[src/rtl/mux8_rr_sel_if.sv]
// Handshake bundle between the round-robin select controller and its
// requesters/consumer behind the 8:1 Mux8 datapath stage.
//   req        requester -> controller  per-channel level request
//   out_ready  consumer  -> controller  current transfer accepted
//   out_valid  controller -> consumer   sel/grant valid
//   sel        controller -> Mux8       binary channel index
//   grant      controller -> consumer   one-hot of sel while valid, else 0
//   out_last   controller -> consumer   current transfer ends the burst
// master: requester/consumer side; slave: the controller.
interface mux8_rr_sel_if;
  logic [7:0] req;
  logic       out_ready;
  logic       out_valid;
  logic [2:0] sel;
  logic [7:0] grant;
  logic       out_last;

  modport master (
    output req,
    output out_ready,
    input  out_valid,
    input  sel,
    input  grant,
    input  out_last
  );

  modport slave (
    input  req,
    input  out_ready,
    output out_valid,
    output sel,
    output grant,
    output out_last
  );
endinterface

[src/rtl/mux8_rr_sel.sv]
// Round-robin select controller for the 8:1 Mux8 datapath stage.
// Arbitrates eight level-sensitive request lines and grants one channel for a
// burst of at most MAX_BURST transfers, then rotates priority past it.
// Ports:
//   clk  single clock, all state on posedge
//   rst  asynchronous active-high reset
//   bus  mux8_rr_sel_if.slave: req/out_ready in; out_valid/sel/grant/out_last out
// Parameters:
//   MAX_BURST  transfers per grant before forced rotation (1..255)
//   CNT_W      burst counter width, must hold MAX_BURST-1
module mux8_rr_sel #(
  parameter int MAX_BURST = 4,
  parameter int CNT_W     = 8
) (
  input  logic             clk,
  input  logic             rst,
  mux8_rr_sel_if.slave     bus
);

  typedef enum logic [0:0] {
    ST_IDLE = 1'b0,
    ST_BUSY = 1'b1
  } state_t;

  localparam logic [CNT_W-1:0] LAST_CNT = CNT_W'(MAX_BURST - 1);
  localparam logic [CNT_W-1:0] CNT_ONE  = CNT_W'(1);

  state_t           state_r;
  logic             valid_r;
  logic [2:0]       sel_r;
  logic [7:0]       grant_r;
  logic [2:0]       ptr_r;
  logic [CNT_W-1:0] cnt_r;

  logic [2:0]       arb_start_s;
  logic [3:0]       pick_s;

  // First set request bit scanning start, start+1, ... wrapping 7->0.
  // Returns {found, index}. Scanning from the far end lets the nearest hit win.
  function automatic logic [3:0] rr_pick(input logic [7:0] req_v, input logic [2:0] start);
    logic [3:0] res;
    logic [2:0] idx;
    res = 4'b0000;
    for (int i = 7; i >= 0; i--) begin
      idx = start + 3'(i);
      if (req_v[idx]) begin
        res = {1'b1, idx};
      end else begin
        res = res;
      end
    end
    return res;
  endfunction

  // Arbitration start: in BUSY a release rotates to sel+1, so the search is
  // done from there on the same edge (no bubble between bursts).
  always_comb begin
    arb_start_s = ptr_r;
    if (state_r == ST_BUSY) begin
      arb_start_s = sel_r + 3'd1;
    end else begin
      arb_start_s = ptr_r;
    end
    pick_s = rr_pick(bus.req, arb_start_s);
  end

  // Controller FSM with registered sel/grant/valid and burst bookkeeping.
  always_ff @(posedge clk or posedge rst) begin
    if (rst) begin
      state_r <= ST_IDLE;
      valid_r <= 1'b0;
      sel_r   <= 3'd0;
      grant_r <= 8'd0;
      ptr_r   <= 3'd0;
      cnt_r   <= '0;
    end else begin
      case (state_r)
        ST_IDLE: begin
          if (pick_s[3]) begin
            sel_r   <= pick_s[2:0];
            grant_r <= 8'd1 << pick_s[2:0];
            cnt_r   <= '0;
            valid_r <= 1'b1;
            state_r <= ST_BUSY;
          end else begin
            state_r <= ST_IDLE;
          end
        end
        ST_BUSY: begin
          // valid is always high here, so out_ready alone marks a transfer.
          if (bus.out_ready) begin
            if (bus.req[sel_r] && (cnt_r != LAST_CNT)) begin
              cnt_r <= cnt_r + CNT_ONE;
            end else begin
              ptr_r <= sel_r + 3'd1;
              cnt_r <= '0;
              if (pick_s[3]) begin
                sel_r   <= pick_s[2:0];
                grant_r <= 8'd1 << pick_s[2:0];
              end else begin
                // sel deliberately keeps its last value when going idle.
                valid_r <= 1'b0;
                grant_r <= 8'd0;
                state_r <= ST_IDLE;
              end
            end
          end else begin
            state_r <= ST_BUSY;
          end
        end
        default: begin
          state_r <= ST_IDLE;
          valid_r <= 1'b0;
          grant_r <= 8'd0;
          cnt_r   <= '0;
        end
      endcase
    end
  end

  assign bus.out_valid = valid_r;
  assign bus.sel       = sel_r;
  assign bus.grant     = grant_r;
  // Only unregistered output: decode of the burst counter while valid.
  assign bus.out_last  = valid_r & (cnt_r == LAST_CNT);

endmodule

[src/flat_wrapper.sv]
// flat-port wrapper written by rule: the top's interface ports become plain ports
module mux8_rr_sel_flat 
#(
  parameter int MAX_BURST = 4,
  parameter int CNT_W     = 8
)
  (clk, rst, bus_req, bus_out_ready, bus_out_valid, bus_sel, bus_grant, bus_out_last);
  mux8_rr_sel_if bus_i ();
  input  logic clk;
  input  logic rst;
  input wire logic [$bits(bus_i.req)-1:0] bus_req;
  input wire logic [$bits(bus_i.out_ready)-1:0] bus_out_ready;
  output wire logic [$bits(bus_i.out_valid)-1:0] bus_out_valid;
  output wire logic [$bits(bus_i.sel)-1:0] bus_sel;
  output wire logic [$bits(bus_i.grant)-1:0] bus_grant;
  output wire logic [$bits(bus_i.out_last)-1:0] bus_out_last;
  assign bus_i.req = bus_req;
  assign bus_i.out_ready = bus_out_ready;
  assign bus_out_valid = bus_i.out_valid;
  assign bus_sel = bus_i.sel;
  assign bus_grant = bus_i.grant;
  assign bus_out_last = bus_i.out_last;
  mux8_rr_sel #(.MAX_BURST(MAX_BURST), .CNT_W(CNT_W)) u_core (.clk(clk), .rst(rst), .bus(bus_i));
endmodule
[config.mk]
export PLATFORM = sky130hd
export DESIGN_NAME = mux8_rr_sel_flat
export DESIGN_NICKNAME = d
export VERILOG_FILES = /design/src/rtl/mux8_rr_sel_if.sv /design/src/rtl/mux8_rr_sel.sv /design/src/flat_wrapper.sv
export SDC_FILE = /design/constraint.sdc
export NUM_CORES = 1
export LEC_CHECK = 0
export ABC_AREA = 1
export CORE_UTILIZATION = 57
export DETAILED_ROUTE_END_ITERATION = 6
export GPL_ROUTABILITY_DRIVEN = 0
export PLACE_DENSITY = 0.8
export SLEW_MARGIN = 5
export SYNTH_ARGS = -nofsm -noshare
export SYNTH_HDL_FRONTEND = slang
export SYNTH_SLANG_ARGS = --single-unit
[constraint.sdc]
create_clock -name clk -period 3 [get_ports clk]
set_input_delay 0.6 -clock clk [delete_from_list [all_inputs] [get_ports clk]]
set_output_delay 0.6 -clock clk [all_outputs]
set_load 0.005 [all_outputs]
# Word level (Yosys, flattened, before mapping)

Cells that the tools add are included.
Widths: inputs -> output; s select.

Shifts and indexed selects: 1
Mux-type cells: 49
Add/subtract/negate cells: 9
Reductions and logical operators: 6
Bitwise operators: 3
Magnitude comparators: 9
Equal/unequal tests: 6

Operators with widths:

| cell                | count |
|---|---|
| $mux 8              | 7 |
| $lt 3x4->1 const B  | 9 |
| $mux 4              | 8 |
| $pmux 8 s2          | 2 |
| $bmux 1 s3          | 9 |
| $mux 1              | 16 |
| $add 3x3->3 const B | 4 |
| $mux 3              | 4 |
| $add 8x1->8 const B | 1 |
| $eq 8x2->1 const B  | 1 |
| $ne 8x2->1 const B  | 1 |
| $shl 1x3->8 const A | 1 |
| $add 3x1->3 const B | 2 |
| $add 3x2->3 const B | 2 |
| $ne 2x2->1 const B  | 3 |
| $pmux 3 s2          | 1 |
| $reduce_and 3->1    | 2 |
| $pmux 1 s2          | 2 |
| $reduce_and 2->1    | 2 |
| $reduce_and 4->1    | 1 |
| $ne 2x1->1 const B  | 1 |
| $not 1->1           | 2 |
| $and 1x1->1         | 1 |
| $logic_and 1x1->1   | 1 |

Bits of input ports: 11
Bits in registers: 24
Logic and storage cells: 89

# Depth between registers and ports, before layout

Gate-level depths: netlist (run 1).

Depth after elaboration: 18
Depth in mapped cells: 22
Mapped depth without buffers: 20

# Worst setup path before layout (run 1)

No wires, ideal clock.

Path type: flip-flop to flip-flop
From: register u_core.sel_r[0], in the netlist u_core.bus.sel[0]
To: register u_core.grant_r[6], in the netlist u_core.bus.grant[6]
Buffers on the path: 1
Arrival time: 2.554 ns
Setup time: 0.118 ns
Cell stages (with the launch flop): 19
Clock period less this slack: 2.671 ns
Slack: 0.329 ns
Path through: dfrtp_1 ha_1 nand2_1 nand2_4 buf_8 ha_1 inv_1 nand3_1 nand2_1 nand2_1 nand2_1 inv_2 nand3_1 nor2_4 inv_2 a21oi_4 nor2_2 nand3_1 nand2_1

Word-level cells in the longest chain between the ends: 18

RTL lines:

| what                         | line                                 | source |
|---|---|---|
| start: declaration           | mux8_rr_sel.sv:30                    | `logic [2:0] sel_r;` |
| start signal: assignment     | mux8_rr_sel.sv:80                    | `sel_r <= pick_s[2:0];` |
| start signal: assignment     | mux8_rr_sel.sv:98                    | `sel_r <= pick_s[2:0];` |
| $add 3x1->3                  | mux8_rr_sel.sv:60                    | `arb_start_s = sel_r + 3'd1;` |
| $mux 3                       | mux8_rr_sel.sv:59                    | `if (state_r == ST_BUSY) begin` |
| $add 3x3->3                  | mux8_rr_sel.sv:45                    | `idx = start + 3'(i);` |
| $bmux 1 s3                   | mux8_rr_sel.sv:46                    | `if (req_v[idx]) begin` |
| $mux 1 (implied by the code) | mux8_rr_sel.sv:46                    |  |
| $mux 4 (8 in a row)          | mux8_rr_sel.sv:46                    |  |
| $shl 1x3->8                  | mux8_rr_sel.sv:81, mux8_rr_sel.sv:99 |  |
| $mux 8                       | mux8_rr_sel.sv:97                    | `if (pick_s[3]) begin` |
| $mux 8                       | mux8_rr_sel.sv:92                    | `if (bus.req[sel_r] && (cnt_r != LAST_CNT)) begin` |
| $mux 8                       | mux8_rr_sel.sv:91                    | `if (bus.out_ready) begin` |
| $pmux 8 s2                   | mux8_rr_sel.sv:77                    | `case (state_r)` |
| end signal: assignment       | mux8_rr_sel.sv:81                    | `grant_r <= 8'd1 << pick_s[2:0];` |
| end signal: assignment       | mux8_rr_sel.sv:99                    | `grant_r <= 8'd1 << pick_s[2:0];` |
| end: declaration             | mux8_rr_sel.sv:31                    | `logic [7:0] grant_r;` |

Parallel ways exist; a longest one is shown, timed or not. The select of a mux whose other input is x is not followed.
A chain may end at the register's enable or synchronous reset.

# Final worst setup path (run 1)

From: register u_core.sel_r[1], in the netlist u_core.bus.sel[1]
To: register u_core.grant_r[0], in the netlist u_core.bus.grant[0]

The elaborated chain is that of the path after synthesis.

==> reports/qor.yml, run 1 <==
worst_setup_path:
  start_kind: "register"
  cp.arrival_ns: 2.93
  path_class: "register to register"
  rrSetupSlack_ns: 0.22
  r2r-start: "u_core.bus.sel[1]"
  crit_required_ns: 3.15
  crit_path_end_kind: "register"
  r2r-end: "u_core.bus.grant[0]"
  reg2reg_depth: 17
  cp_max_fo: 11
synth:
  syn-num-nets: 355
  synthXorXnorAreaFrac_pct: 1.19
  synth_compound_area_share_pct: 9.77
  synthAdderAreaFrac_pct: 2.27
  yosys_warnings: 0
  syn-instance-count: 340
  synth_simple_gate_area_share_pct: 47.3
  synthMuxAreaShare_pct: 0
  synth_top_area_share_pct: 27.3
  synthFlopType: "dfrtp_1"
  ys_seq_area_share_pct: 27.3
  synth_edf_count: 0
  synth_top_family_by_area: "simple AND/OR/NAND/NOR gates"
  syn_area_um2: 2200
  ys_ff_latch: 24
  async_flop_share_pct: 100
  synth_area_leaders: "dfrtp_1, nand2_1, nand3_1"
  syn-mean-instance-area_um2: 6.48
  synth_top_area_cell: "dfrtp_1"
  synth_cell_type_count: 28
timing:
  worst_slew_pin_slew_ns: 0.885
  rsz0062_at_grt: "false"
  drv_slew: 0
  tns_ns: 0
  max_freq_ghz: 0.360
  clock_skew_ns: 0.00708
  hold_violations: 0
  period_minus_slack_ns: 2.78
  slew_headroom_pct: 41.0
  setup_viol: 0
  fin_crit_sh_pct: 92.7
drt:
  drtIter0Drc: 127
  drcViolationCount: 0
  wl_per_cell_um: 11.9
  drtPass1Iterations: 4
  viasPerCell: 5.19
  drt-total-wl_um: 4920
  vias: 2145
  ant_nets: 0
clocking:
  htreeDepth: 1
  root_buffer: "clkbuf_8"
  cts_sinks: 24
  clockBufferDepth: 2
  numCtsBuffers: 3
  clk_latency_ns: 0.26
  clk_transition_reported_paths_ns: 0.09
  cts_tree: "yes"
final_layout:
  nFillCells: 315
  stdcell_area_um2: 2530
  final_common_cell: "nand2_1"
  final_nets: 381
  layoutNonFillerInstCount: 413
  final_cell_mix: "nand2_1, inv_1, nand3_1"
  drive_gt1_share_pct: 15.3
  area_delta_synth_final_pct: 14.9
  antenna_cells: 0
grt:
  grt_use_met3_pct: 2.50
  grt_max_degree: 25
  use_met2_pct: 43.2
  grtUsageMet1_pct: 33.3
  grt-ovfl-total: 0
  antenna_found_initial: 0
  grt_pass1_vias: 1896
  grt_first_pass_wirelength_um: 8140
  grt_use_total_pct: 25.1
  grt_most_used_layer: "met2"
place:
  dpl_cell_area_um2: 2430
  dp.cells: 408
  port-buffer-count: 23
  dp_hpwl_um: 3990
run:
  maxCapViolCount: 0
worst_hold_path:
  whs_path_depth: 2
  hp-start: "u_core.bus.grant[3]"
  worstHoldEndpoint: "u_core.bus.grant[3]"
  hold_class: "register to register"
floorplanning:
  rows: 22
  core_area_um2: 3690
  die_h_um: 64.2
  die_x_um: 64.2
  ioPinCount: 24
  initial_utilization_pct: 59.7
  die_area_um2: 4120
run_status:
  outcome: "finished clean"
-- final cells by class --
cell class / instances / area [um2] / share of cell area, %
multi-input combinational: 262 / 1360 / 53.5
timing repair buffer: 26 / 253 / 9.99
clock inverter: 1 / 30.0 / 1.19
tap: 48 / 60.1 / 2.37
sequential: 24 / 601 / 23.7
inverter: 49 / 191 / 7.56
clock buffer: 3 / 41.3 / 1.63
-- worst max-delay path by stage --
stage	from	to	slack [ns]
6_report	u_core.bus.sel[1]	u_core.bus.grant[0]	0.22
5_1_grt	u_core.bus.sel[1]	u_core.bus.grant[0]	0.005
4_1_cts	u_core.bus.sel[1]	u_core.bus.grant[6]	0.15
3_5_place_dp	u_core.bus.sel[1]	u_core.bus.grant[6]	0.16
3_3_place_gp	u_core.bus.sel[1]	u_core.bus.grant[4]	0.27
2_1_floorplan	u_core.bus.sel[0]	u_core.bus.grant[6]	0.33
-- what timing repair did --
item / in CTS / in global routing
setup buffers: 0 / 1
gates resized for setup: 0 / 4
endpoints found under the setup margin: 0 / 13
hold buffers: 0 / 0
-- Yosys cell counts, types with 3 or more instances --
cell type,instances
inv_1,43
nand2_4,9
ha_1,4
nand2_2,22
o21ai_0,14
a21oi_1,14
inv_2,5
nand3_1,42
nand2_1,120
nor2_1,13
o22ai_1,4
dfrtp_1,24
nand3_2,3
-- stage by stage --
stage / utilization [%] / setup WS, ns / hold slack (ns)
2_1_floorplan: - / 0.329 / 0.473
3_3_place_gp: 65.9 / 0.269 / 0.477
3_5_place_dp: 65.9 / 0.161 / 0.470
4_1_cts: 67.8 / 0.149 / 0.494
6_report: 68.6 / 0.220 / 0.489
5_1_grt: 68.6 / 0.00479 / 0.513
-- logic make-up after synthesis --
family,count (synthesis)
adders and majority gates,4
AOI/OAI and AO/OA,37
buffers and inverters,54
DFF,24
xor gates and xnor gates,3
and+or+nand+nor,218
-- critical path, stage by stage (launching register included) --
cell and delay (ns):
dfrtp_1 0.45, ha_1 0.32, nand2_1 0.14, nand2_4 0.14, ha_4 0.31, inv_1 0.05, nand3_1 0.08, nand2_1 0.08
nand2_1 0.09, nand2_1 0.09, inv_2 0.08, nand3_1 0.11, nor2_4 0.15, inv_2 0.07, a21oi_4 0.25, nor2_2 0.10
nand3_1 0.08, nand2_1 0.05
-- sequential cells by signal, indices dropped and copies added, names as in the netlist --
name / cells
u_core.bus.grant: 8
u_core.state_r: 1
u_core.cnt_r: 8
u_core.bus.sel: 3
u_core.bus.out_valid: 1
u_core.ptr_r: 3
-- routing by layer --
metal	up-vias	routed length [um]	share of wire, %
met3	4	261	5.3
met2	57	2340	48
met5	-	0	0
li1	1125	-	-
met4	0	38	0.77
met1	959	2280	46
Power of run 1 is not shown: default switching activity piles up to over one toggle a cycle in this logic, so the estimate is an artifact.
==> run 2: changes to the inputs <==
--- a/config.mk
+++ b/config.mk
@@ -9,7 +9,7 @@
 export CORE_UTILIZATION = 57
 export DETAILED_ROUTE_END_ITERATION = 6
 export GPL_ROUTABILITY_DRIVEN = 0
-export PLACE_DENSITY = 0.8
+export PLACE_DENSITY = 0.78
 export SLEW_MARGIN = 5
 export SYNTH_ARGS = -nofsm -noshare
 export SYNTH_HDL_FRONTEND = slang
==> run 2 against run 1 <==
- global-route usage grew 3.3 points
- design area grew 0.44%
- via count grew 0.47%
- sequential cell count is the same
- wire length grew 8.0%
- clock skew grew 0.00097 ns
- critical path depth grew 3
- utilization grew 0.31 points
- fmax grew 2.1%
- largest cell class unchanged
==> reports/qor.yml, run 2 (synthesized netlist as in run 1, its figures left out) <==
clocking:
  numCtsBuffers: 3  # unchanged
  clk_latency_ns: 0.27  # about the same
  root_buffer: "clkbuf_8"
  cts_sinks: 24  # unchanged
  hold_buffers: 0  # unchanged
  clockBufferDepth: 2  # unchanged
  cts_tree: "yes"
  htreeDepth: 1  # unchanged
  clk_transition_reported_paths_ns: 0.09  # about the same
timing:
  drv_slew: 0  # unchanged
  setup_viol: 0  # unchanged
  slew_headroom_pct: 40.3  # -0.69 points
  tns_ns: 0  # unchanged
  clock_skew_ns: 0.00805  # +0.000973 ns
  hold_violations: 0  # unchanged
  max_freq_ghz: 0.367  # +2.1%
  period_minus_slack_ns: 2.72  # -0.0567 ns
  fin_crit_sh_pct: 90.8  # -1.9 points
  worst_slew_pin_slew_ns: 0.895  # +0.0103 ns
  rsz0062_at_grt: "false"
worst_setup_path:
  cp_max_fo: 11  # unchanged
  crit_path_end_kind: "register"
  crit_required_ns: 3.21  # +0.06 ns
  start_kind: "register"
  path_class: "register to register"
  cp.arrival_ns: 2.93  # about the same
final_layout:
  final_common_cell: "nand2_1"
  antenna_cells: 0  # unchanged
  final_nets: 383  # +0.52%
  drive_gt1_share_pct: 16.1  # +0.73 points
  nFillCells: 329  # +4.4%
  final_cell_mix: "nand2_1, inv_1, nand3_1"
  area_delta_synth_final_pct: 15.4
floorplanning:
  core_area_um2: 3690  # unchanged
  die_h_um: 64.2  # unchanged
  rows: 22  # unchanged
  die_x_um: 64.2  # unchanged
  ioPinCount: 24  # unchanged
  initial_utilization_pct: 59.7  # unchanged
  die_area_um2: 4120  # unchanged
drt:
  drcViolationCount: 0  # unchanged
  drtIter0Drc: 115  # -9.4%
  ant_nets: 0  # unchanged
  viasPerCell: 5.19  # about the same
  vias: 2155  # +0.47%
  wl_per_cell_um: 12.8  # +7.4%
  drt-total-wl_um: 5320  # +8.0%
  drtPass1Iterations: 4  # unchanged
place:
  dp_hpwl_um: 4170  # +4.5%
  port-buffer-count: 23  # unchanged
grt:
  grt_use_total_pct: 28.5  # +3.3 points
  grt-ovfl-total: 0  # unchanged
  grt_first_pass_wirelength_um: 9050  # +11%
  antenna_found_initial: 0  # unchanged
  grt_max_degree: 25  # unchanged
  grt_pass1_vias: 2061  # +8.7%
run:
  maxCapViolCount: 0  # unchanged
worst_hold_path:
  hold_class: "register to register"
run_status:
  outcome: "finished clean"
[run 2: layout make-up]
| type | instances | area [um2] | area share (%) |
|---|---|---|---|
| timing repair buffer | 28 | 268 | 10.5 |
| clock inverter | 1 | 30.0 | 1.18 |
| clock buffer | 3 | 41.3 | 1.62 |
| inverter | 49 | 191 | 7.53 |
| tap | 48 | 60.1 | 2.36 |
| sequential | 24 | 602 | 23.7 |
| multi-input combinational | 262 | 1350 | 53.1 |
[run 2: per-stage QoR]
stage	utilization (%)	cell area (um2)	setup slack, ns	std cells	hold slack, ns
2_1_floorplan	-	2200	0.329	340	0.473
3_3_place_gp	66.1	2440	0.259	409	0.468
3_5_place_dp	66.1	2440	0.198	409	0.468
4_1_cts	68.0	2510	0.136	413	0.490
5_1_grt	68.9	2540	0.0113	415	0.524
6_report	68.9	2540	0.277	415	0.495
[run 2: worst max-delay path, cell delays in order (launching register included)]
cell	delay (ns)
dfrtp_2	0.44
ha_1	0.30
inv_1	0.04
nand2_1	0.06
nand2_2	0.17
ha_1	0.29
inv_1	0.08
nand3_1	0.07
nand2_1	0.14
nand3_2	0.12
nand3_1	0.13
nand2_1	0.07
inv_2	0.05
nand2_1	0.04
nand2_1	0.04
nand2_1	0.04
nand2_1	0.08
nand2_1	0.12
nor2_2	0.19
nand3_1	0.10
nand2_1	0.07
[run 2: worst paths after layout]
kind                       cells past startpoint  slack [ns]                  end                 from
max in group asynchronous                      2        1.57    u_core.bus.sel[1]                  rst
setup / recovery                              20        0.28  u_core.bus.grant[6]    u_core.bus.sel[1]
hold / removal                                 2        0.50  u_core.bus.grant[3]  u_core.bus.grant[3]
setup reg to reg                              20        0.28  u_core.bus.grant[6]    u_core.bus.sel[1]
min in group asynchronous                      2        0.82      u_core.cnt_r[5]                  rst
hold reg to reg                                2        0.50  u_core.bus.grant[3]  u_core.bus.grant[3]
[run 2: timing repair]
action,CTS,global route
setup buffers,0,2
endpoints found under the setup margin,0,11
resized for setup,0,4
[run 2: per-layer routing]
metal / vias up / wire (um) / global-route usage (%)
met2: 62 / 2530 / 48.9
met3: 11 / 278 / 4.64
met1: 950 / 2420 / 35.5
met4: 0 / 85 / 11.1
li1: 1132 / - / -
met5: - / 0 / 0
Power of run 2 is left out for the same reason.
